### src/rtl/cpu_sequencer.sv
// Multi-cycle control FSM: fetch, decode, execute, memory, writeback.
// Drives the register bank's selects, write strobe and next_pc.
module cpu_sequencer #(
  parameter bit MISALIGN_TRAP = 1'b1
) (
  input  logic        clk,
  input  logic        rst,
  input  logic [31:0] pc,
  output logic [31:0] next_pc,
  output logic [4:0]  rs1_select,
  output logic [4:0]  rs2_select,
  output logic [4:0]  rd_select,
  output logic        write_enable,
  output logic [31:0] rd,
  output logic [31:0] instr,
  output logic        imem_req,
  output logic [31:0] imem_addr,
  input  logic        imem_ready,
  input  logic [31:0] imem_rdata,
  output logic        dmem_req,
  output logic        dmem_we,
  input  logic        dmem_ready,
  input  logic [31:0] dmem_rdata,
  input  logic        is_load,
  input  logic        is_store,
  input  logic        writes_rd,
  input  logic [1:0]  wb_sel,
  input  logic        illegal,
  input  logic        halt_req,
  input  logic [31:0] alu_result,
  input  logic        branch_taken,
  input  logic [31:0] branch_target,
  output logic        trap,
  output logic        halted,
  output logic [31:0] instret
);

  typedef enum logic [2:0] {
    S_FETCH,
    S_DECODE,
    S_EXEC,
    S_MEM,
    S_WB,
    S_HALT
  } state_t;

  state_t      r_state;
  state_t      w_next;
  logic [31:0] r_instr;
  logic [31:0] r_load_data;
  logic [31:0] r_instret;
  logic        r_trap;

  logic [31:0] w_pc4;
  logic [31:0] w_raw_tgt;
  logic [31:0] w_target;
  logic        w_fetch_mis;
  logic        w_tgt_mis;
  logic        w_commit;
  logic        w_trap_set;

  assign w_pc4     = pc + 32'd4;
  assign w_raw_tgt = branch_taken ? branch_target : w_pc4;

  // Without trapping, misaligned addresses are silently word-aligned.
  assign w_target  = MISALIGN_TRAP ? w_raw_tgt
                                   : {w_raw_tgt[31:2], 2'b00};
  assign imem_addr = MISALIGN_TRAP ? pc : {pc[31:2], 2'b00};

  assign w_fetch_mis = MISALIGN_TRAP && (pc[1:0] != 2'b00);
  assign w_tgt_mis   = MISALIGN_TRAP && (w_raw_tgt[1:0] != 2'b00);

  assign instr      = r_instr;
  assign rs1_select = r_instr[19:15];
  assign rs2_select = r_instr[24:20];
  assign rd_select  = r_instr[11:7];
  assign trap       = r_trap;
  assign halted     = (r_state == S_HALT);
  assign instret    = r_instret;

  always_comb begin
    rd = alu_result;
    unique case (wb_sel)
      2'd1:    rd = r_load_data;
      2'd2:    rd = w_pc4;
      default: rd = alu_result;
    endcase
  end

  always_comb begin
    w_next       = r_state;
    imem_req     = 1'b0;
    dmem_req     = 1'b0;
    dmem_we      = 1'b0;
    write_enable = 1'b0;
    next_pc      = pc;
    w_commit     = 1'b0;
    w_trap_set   = 1'b0;
    unique case (r_state)
      S_FETCH: begin
        if (w_fetch_mis) begin
          w_next     = S_HALT;
          w_trap_set = 1'b1;
        end else begin
          imem_req = 1'b1;
          if (imem_ready) w_next = S_DECODE;
        end
      end
      S_DECODE: begin
        if (illegal) begin
          w_next     = S_HALT;
          w_trap_set = 1'b1;
        end else if (halt_req) begin
          w_next = S_HALT;
        end else begin
          w_next = S_EXEC;
        end
      end
      S_EXEC: begin
        w_next = (is_load || is_store) ? S_MEM : S_WB;
      end
      S_MEM: begin
        dmem_req = 1'b1;
        dmem_we  = is_store;
        if (dmem_ready) w_next = S_WB;
      end
      S_WB: begin
        if (w_tgt_mis) begin
          w_next     = S_HALT;
          w_trap_set = 1'b1;
        end else begin
          write_enable = writes_rd & ~is_store;
          next_pc      = w_target;
          w_commit     = 1'b1;
          w_next       = S_FETCH;
        end
      end
      S_HALT: begin
        w_next = S_HALT;
      end
      default: begin
        w_next = S_FETCH;
      end
    endcase
    // Reset dominates so nothing leaks out while the bank is resetting.
    if (rst) begin
      imem_req     = 1'b0;
      dmem_req     = 1'b0;
      dmem_we      = 1'b0;
      write_enable = 1'b0;
      next_pc      = pc;
      w_commit     = 1'b0;
      w_trap_set   = 1'b0;
    end
  end

  always_ff @(posedge clk) begin
    if (rst) begin
      r_state     <= S_FETCH;
      r_instr     <= '0;
      r_load_data <= '0;
      r_instret   <= '0;
      r_trap      <= 1'b0;
    end else begin
      r_state <= w_next;
      if (imem_req && imem_ready) r_instr <= imem_rdata;
      if (dmem_req && dmem_ready && is_load) r_load_data <= dmem_rdata;
      if (w_trap_set) r_trap <= 1'b1;
      if (w_commit) r_instret <= r_instret + 32'd1;
    end
  end

endmodule
### config.mk
export PLATFORM = sky130hd
export DESIGN_NAME = cpu_sequencer
export DESIGN_NICKNAME = d
export VERILOG_FILES = /design/src/rtl/cpu_sequencer.sv
export SDC_FILE = /design/constraint.sdc
export NUM_CORES = 1
export LEC_CHECK = 0
export BUFFER_PORTS_ARGS = -buffer_cell sky130_fd_sc_hd__buf_2
export CAP_MARGIN = 25
export CORE_AREA = 4 4 136 138
export DETAILED_ROUTE_END_ITERATION = 16
export DIE_AREA = 0 0 140 142
export PLACE_DENSITY = 0.7
export SYNTH_ARGS = -nofsm -noshare
export SYNTH_HDL_FRONTEND = slang
export SYNTH_SLANG_ARGS = --single-unit
export TNS_END_PERCENT = 30
### constraint.sdc
create_clock -name clk -period 2.2 [get_ports clk]
set_input_delay 0.22 -clock clk [delete_from_list [all_inputs] [get_ports clk]]
set_output_delay 0.22 -clock clk [all_outputs]
set_load 0.005 [all_outputs]
* After elaboration in Yosys (flattened, before gate mapping)
Cells that the tools add are included.
Storage, ports and cells: output and inout port bits 181, logic and storage cells 57, register bits after elaboration 100, bits in read-only memories 0, latch bits 0, input bits 172, memories kept 0, RAM bits 0
Operators by class: $lt $le $gt $ge 0, shifts and indexed selects 0, reductions and logical operators 8, div/mod/pow operators 0, multipliers 0, equal/unequal tests 9, bitwise operators 2, add/sub/neg operators 2, mux-type cells 31
Operators with widths (number):
- $mux 32 | 4
- $pmux 32 s2 | 1
- $add 32x1->32 const B | 1
- $add 32x3->32 const B | 1
- $mux 3 | 7
- $pmux 3 s6 | 1
- $mux 1 | 17
- $eq 3x2->1 const B | 2
- $eq 3x3->1 const B | 2
- $reduce_bool 2->1 | 2
- $eq 3x1->1 const B | 1
- $logic_and 1x1->1 | 3
- $logic_not 3->1 | 1
- $ne 3x3->1 const B | 1
- $pmux 1 s3 | 1
- $eq 2x1->1 const B | 1
- $eq 2x2->1 const B | 1
- $ne 2x2->1 const B | 1
- $reduce_and 2->1 | 1
- $and 1x1->1 | 1
- $logic_or 1x1->1 | 1
- $not 1->1 | 1

* Longest topological paths before layout
Gate-level depths: netlist (run 1).
word-level depth 6, mapped depth 8, mapped depth without buffers 6

* Worst setup path before layout (run 1)
OpenSTA, ideal clock, no wires.
kind reg-to-reg, start point register r_instret[17], in the netlist instret[17], end point register r_instret[31], in the netlist instret[31], path slack 0.330 ns, arrival 1.749 ns, stages on the path, launching flop included 6, setup time 0.121 ns, clock period less this slack 1.870 ns, data required time 2.079 ns, buffers on the path 0, cell sequence dfxtp_1 > nand4_1 > nor3_2 > nand3_1 > nor4_2 > mux2_2
Between the ends: longest elaborated chain between the ends 1
Ends and longest elaborated chain:
- start, declared | RTL line 51 | logic [31:0] r_instret;
- start signal, assigned | RTL line 169 | if (w_commit) r_instret <= r_instret + 32'd1;
- $add 32x1->32 | RTL line 169
Every way passes these cells. A chain may end at the register's enable or synchronous reset.

* Worst setup path in the final report (run 1)
start point register r_state[1], end point output next_pc[19]
Between the ends: longest elaborated chain between the ends 3
Ends and longest elaborated chain:
- start, declared | RTL line 47 | state_t r_state;
- start signal, assigned | RTL line 165 | r_state <= w_next;
- $eq 3x3->1 | RTL line 99 | unique case (r_state)
- $mux 32 | RTL line 99
- $mux 32 | RTL line 146 | if (rst) begin
- end, declared | RTL line 9 | output logic [31:0] next_pc,
Every way passes these cells.

==> results of run 1 <==
cell usage in the layout, fill, tap and decap left out, drive strengths merged, types with 4 or more instances in the layout:
master,synthesis,final
buf,67,409
nand2,165,165
dfxtp,100,100
a21oi,85,85
o21ai,52,52
nor2,48,48
nand2b,33,33
nand3,32,32
o22ai,30,30
xor2,28,28
nand4,26,26
inv,22,24
xnor2,21,21
mux2i,17,17
o221ai,15,15
nor3,15,15
nor4,14,14
clkbuf,45,10
and3,9,9
a221oi,9,9
and2,7,7
and4,6,6
nor2b,6,6
a211oi,5,5
a31o,4,4
or3,4,4
a22oi,4,4
ha,4,4
per-stage QoR:
| step | std cells | hold slack, ns | utilization | area, um2 |
|---|---|---|---|---|
| after global placement | 1419 | 0.413 | 0.492 | 8440 |
| after global routing | 1442 | 0.0639 | 0.521 | 8950 |
| final | 1443 | 0.0697 | 0.521 | 8950 |
| after floorplan | 903 | 0.329 | - | 6590 |
| after CTS | 1440 | 0.0561 | 0.515 | 8850 |
| after detailed placement | 1419 | 0.420 | 0.492 | 8440 |
critical path, cell delays in order (launching register included):
cell	delay (ns)
dfxtp_2	0.35
nor4b_4	0.28
a21boi_4	0.24
buf_12	0.15
buf_16	0.15
nand2_1	0.06
mux2i_1	0.19
a21oi_1	0.10
buf_2	0.14
repair_timing:
action                     in CTS  in global routing
gates cloned                    1                  0
setup buffers                   4                  1
setup endpoints to repair      29                 32
resized for setup               6                 16
pin swaps                       1                  0
power by group through the flow:
stage | sequential, W | combinational, W | clock, W
3_5_place_dp | 0.00192 | 0.000986 | 0
4_1_cts | 0.00188 | 0.00101 | 0.00167
6_report | 0.00188 | 0.00103 | 0.00161
3_3_place_gp | 0.00191 | 0.000982 | 0
2_1_floorplan | 0.00192 | 0.000512 | 0
5_1_grt | 0.00189 | 0.00112 | 0.00174
kinds of logic (layout without fill, tap and decap cells):
| family | after synthesis | count (layout) | synth area share |
|---|---|---|---|
| AOI/OAI and AO/OA | 220 | 220 | 0.201 |
| and+or+nand+nor | 377 | 377 | 0.285 |
| other | 0 | 2 | 0 |
| adders and majority gates | 4 | 4 | 0.00759 |
| buffers and inverters | 134 | 447 | 0.108 |
| muxes | 19 | 19 | 0.0292 |
| xor gates and xnor gates | 49 | 49 | 0.0651 |
| DFF | 100 | 100 | 0.304 |
path summary, 6_finish.rpt:
| kind | from | to | slack, ns | cells after the start |
|---|---|---|---|---|
| worst min register to register | r_load_data[21] | r_load_data[21] | 0.46 | 2 |
| worst min-delay path | imem_rdata[0] | instr[0] | 0.07 | 3 |
| worst max-delay path | r_state[1] | next_pc[19] | -0.03 | 8 |
| worst max register to register | r_state[0] | instret[31] | 0.31 | 5 |
flip-flops by register name (all words and copies together) (netlist names):
name,count
trap,1
r_load_data,32
instret,32
r_state,3
instr,32
area by class of cell:
| type | count | area share |
|---|---|---|
| Antenna cell | 2 | 0.000559 |
| Tap cell | 225 | 0.0314 |
| Sequential cell | 100 | 0.224 |
| Multi-Input combinational cell | 669 | 0.445 |
| Inverter | 22 | 0.00922 |
| Clock inverter | 6 | 0.00782 |
| Timing Repair Buffer | 409 | 0.257 |
| Clock buffer | 10 | 0.0256 |
layer usage:
layer  share of wire  wire (um)  vias to the layer above
met5          0.0023         57                        -
met1            0.41      10000                     3543
met4           0.017        414                        8
li1                -          -                     3734
met2            0.49      11800                      323
met3           0.082       2000                       38
==> qor.yml, run 1 <==
yosysMostFrequentCell: "nand2_1"
arrival_ns: 2.01
totalPowerFinal_w: 0.00452
pre_cts_ws_ns: 0.102
die-area_um2: 19900
grt_busiest_layer: "met2"
ys.flop_type: "dfxtp_1"
syn_inst: 903
switchingPower_w: 0.00130
drc: 0
multi_input_area_um2: 3980
path_class: "flip-flop to output port"
coreArea_um2: 17200
viasPerCell: 5.30
synth_cell_type_count: 61
ys_seq_area_frac: 0.304
synthToLayoutAreaGrowth_pct: 35.9
numCtsBuffers: 9
fin_crit_sh: 1.02
io-pin-count: 353
hold_viol_final: 0
dpl.hpwl_um: 18600
drt-initial-drc-count: 455
required_ns: 1.98
grt_pass1_vias: 7038
yosysWarnings: 0
port_buffers: 352
endpoint_kind: "output port"
regArea_um2: 2000
cts_hold_buf: 0
grt_max_degree: 77
avgSynthCellArea_um2: 7.30
clock_path_buffers: 2
min_period_ns: 2.23
start_kind: "flip-flop"
place.gp.congestion: 0.896
nFillCells: 1706
run_status: "complete, but fails checks"
clk_pin_slew_ns: 0.07
grt_use_total: 0.225
cts_root_buf: "clkbuf_16"
setup_viol: 14
rows: 48
fin_tns_setup_ns: -0.161
grt_pass1_wl_um: 37000
holdCritPathClass: "input pin to flip-flop"
relSlewSlack: 0.507
skew_ns: 0.0102
worstPathMaxFanout: 18
die_x_um: 140
drive_above_1_share: 0.380
combPwrFrac: 0.227
rsz0062_at_grt: "yes"
violations: "setup timing"
p_per_area_nw_per_um2: 504
swShare: 0.287
synth_area_leaders: "dfxtp_1 30%, nand2_1 9.3%, a21oi_1 6.5%"
num_vias: 7646
final_max_slew_viol_count: 0
netlist_area_um2: 6590
ir_drop_v: 0.000325
yosysTopAreaCell: "dfxtp_1"
p_int_w: 0.00322
htree_levels: 3
routed_wl_um: 24300
drv_cap: 0
grt_use_met3: 0.0605
worst_slew_pin_slew_ns: 0.739
synth_top_cell_area_share: 0.304
seqPwrFrac: 0.416
start_util: 0.384
die_height_um: 142
clock_latency_ns: 0.34
synth_nets: 1079
ys_top_cells_by_count: "164 x nand2_1, 100 x dfxtp_1, 85 x a21oi_1"
grt_use_met1: 0.287
synth_edf_count: 0
synth-seq-cells: 100
drt_first_pass_iters: 5
p_leak_nw: 3.97
power.share.clock: 0.357
wl_per_cell_um: 16.9
drtAntennaViolNets: 0
cts_tree: "yes"
setup_slack_ns: -0.0341
synthArstFlopShare: 0
antenna_found_initial: 5
grt_util_met2: 0.382
fmax_ghz: 0.448
grt-ovfl-total: 0
finalNetCount: 1387
clock-sinks: 100
No activity file was read; power rests on OpenSTA's default activity.
==> run 2, diff against run 1 <==
--- a/config.mk
+++ b/config.mk
@@ -11,6 +11,7 @@
 export DETAILED_ROUTE_END_ITERATION = 16
 export DIE_AREA = 0 0 140 142
 export PLACE_DENSITY = 0.7
+export RECOVER_POWER = 25
 export SYNTH_ARGS = -nofsm -noshare
 export SYNTH_HDL_FRONTEND = slang
 export SYNTH_SLANG_ARGS = --single-unit
==> run 2 against run 1 <==
  * The flow still finishes with violations (setup timing)
  * Core utilization is 0.40 points lower
  * Via count hardly changed
  * Worst hold slack hardly changed
  * Power is 0.26% lower
  * Flip-flop and latch count stayed put
  * Worst setup slack worse by 0.00092 ns
  * Fmax hardly changed
  * Critical path type unchanged
==> qor.yml, run 2 (synthesis results as in run 1) <==
viasPerCell: 5.30  # about the same
num_vias: 7647  # +0.013%
drive_above_1_share: 0.348  # -0.0321
power.share.clock: 0.358  # about the same
die_x_um: 140  # unchanged
htree_levels: 3  # unchanged
switchingPower_w: 0.00130  # +0.20%
synthToLayoutAreaGrowth_pct: 34.8
fin_tns_setup_ns: -0.251  # -0.0899 ns
grt_pass1_wl_um: 37000  # unchanged
seqPwrFrac: 0.418  # +0.002
antenna_found_initial: 5  # unchanged
p_leak_nw: 3.83  # -3.5%
drt_first_pass_iters: 5  # unchanged
cts_hold_buf: 0  # unchanged
start_util: 0.384  # unchanged
arrival_ns: 2.02  # about the same
run_status: "complete, but fails checks"
critPathMaxStageDelay_ns: 0.35  # about the same
fmax_ghz: 0.447  # about the same
place.gp.congestion: 0.896  # unchanged
design_area_um2: 8890  # -0.77%
worst_slew_pin_slew_ns: 0.723  # -0.0163 ns
clock_latency_ns: 0.34  # about the same
rsz0062_at_grt: "yes"
worst_hold_path.endpoint: "instr[0]"
clk_pin_slew_ns: 0.07  # about the same
reg2reg_slack_ns: 0.31  # about the same
grt_pass1_vias: 7038  # unchanged
numCtsBuffers: 9  # unchanged
dpl_cell_area_um2: 8440  # unchanged
coreArea_um2: 17200  # unchanged
endpoint_kind: "output port"
grt_max_degree: 77  # unchanged
dpl.hpwl_um: 18600  # unchanged
drt-initial-drc-count: 460  # +1.1%
pre_cts_ws_ns: 0.102  # unchanged
clock-sinks: 100  # unchanged
layout_common_cells: "320 x buf_2, 164 x nand2_1, 98 x dfxtp_1"
violations: "setup timing"
drtAntennaViolNets: 0  # unchanged
path_class: "flip-flop to output port"
setup_slack_ns: -0.0350  # -0.000915 ns
combPwrFrac: 0.224  # -0.003
io-pin-count: 353  # unchanged
die_height_um: 142  # unchanged
holdCritStartpoint: "imem_rdata[0]"
drc: 0  # unchanged
finalNetCount: 1387  # unchanged
r2r-start: "r_state[0]"
port_buffers: 352  # unchanged
cts_root_buf: "clkbuf_16"
setup_viol: 18  # +4
crit_path_start: "r_state[1]"
start_kind: "flip-flop"
layout_commonest_cell: "buf_2"
clock_path_buffers: 2  # unchanged
relSlewSlack: 0.518  # +0.0109
reg2reg_to: "instret[31]"
wl_per_cell_um: 16.9  # about the same
required_ns: 1.98  # about the same
cp_slowest_cell: "dfxtp_2"
holdCritPathClass: "input pin to flip-flop"
routed_wl_um: 24300  # about the same
worstPathMaxFanout: 18  # unchanged
hold_viol_final: 0  # unchanged
ir_drop_v: 0.000325  # +0.18%
p_int_w: 0.00320  # -0.44%
grt-ovfl-total: 0  # unchanged
cts_tree: "yes"
p_per_area_nw_per_um2: 507  # +0.51%
drv_cap: 0  # unchanged
rows: 48  # unchanged
swShare: 0.289  # +0.00131
skew_ns: 0.0101  # -0.000149 ns
hold_depth: 3  # unchanged
min_period_ns: 2.24  # +0.000915 ns
totalPowerFinal_w: 0.00451  # -0.26%
final_max_slew_viol_count: 0  # unchanged
grt_use_total: 0.225  # unchanged
worstPathCellList: "nor4b_4 -> a21boi_4 -> buf_12 -> buf_16 -> nand2_1 -> mux2i_1 -> a21oi_1 -> buf_2"
fin_crit_sh: 1.02  # about the same
die-area_um2: 19900  # unchanged
reg2regPathDepth: 5  # unchanged
-- run 2: cell count changes in the layout (fill, tap and decap cells not counted) --
| cell | delta |
|---|---|
| clkbuf_1 | +39 |
| buf_2 | -31 |
| buf_4 | -8 |
-- run 2: layer usage --
metal	track usage	vias to the layer above	routed length, um
met5	0	-	57
met4	0.0566	8	398
met3	0.0605	38	1950
met2	0.382	304	11900
met1	0.287	3561	10000
li1	-	3736	-
-- run 2: power by group through the flow --
stage               combinational (W)  clock (W)  sequential (W)
finish                        0.00101    0.00161         0.00188
global route                  0.00110    0.00174         0.00189
CTS                           0.00101    0.00167         0.00188
detailed placement           0.000986          0         0.00192
global placement             0.000982          0         0.00191
floorplan                    0.000512          0         0.00192
-- run 2: final cells by class --
| cell class | count | area, um2 |
|---|---|---|
| well taps | 225 | 282 |
| fillers | 1733 | 8290 |
| flip-flops and latches | 100 | 2000 |
| clock buffers | 10 | 229 |
| inverters | 22 | 82.6 |
| multi-input cells | 669 | 3980 |
| diodes | 2 | 5.00 |
| repair buffers | 409 | 2230 |
| clock inverters | 6 | 70.1 |
-- run 2: worst max path at each step --
stage,to,slack (ns),depth (start not counted)
2_1_floorplan,instret[31],0.33,5
3_3_place_gp,rd[25],0.10,7
3_5_place_dp,next_pc[19],0.10,7
4_1_cts,next_pc[8],-0.03,8
5_1_grt,next_pc[24],-0.15,8
6_report,next_pc[19],-0.04,8
-- run 2: metrics by stage --
| step | util | hold slack [ns] | instances |
|---|---|---|---|
| floorplan | - | 0.329 | 903 |
| global placement | 0.492 | 0.413 | 1419 |
| detailed placement | 0.492 | 0.420 | 1419 |
| CTS | 0.515 | 0.0561 | 1440 |
| global route | 0.517 | 0.0639 | 1442 |
| finish | 0.517 | 0.0694 | 1443 |
-- run 2: repair_timing --
item / in CTS / in global routing
gates resized for setup: 6 / 16
setup buffers: 4 / 1
cloned: 1 / 0
endpoints found under the setup margin: 29 / 32
pin swaps: 1 / 0
-- run 2: worst max-delay path, delay by kind of cell, from the launching register on --
family          cells  cell delay (ns)
flops               1             0.35
compound gates      2             0.34
buf+inv             3             0.44
simple gates        2             0.34
mux                 1             0.20
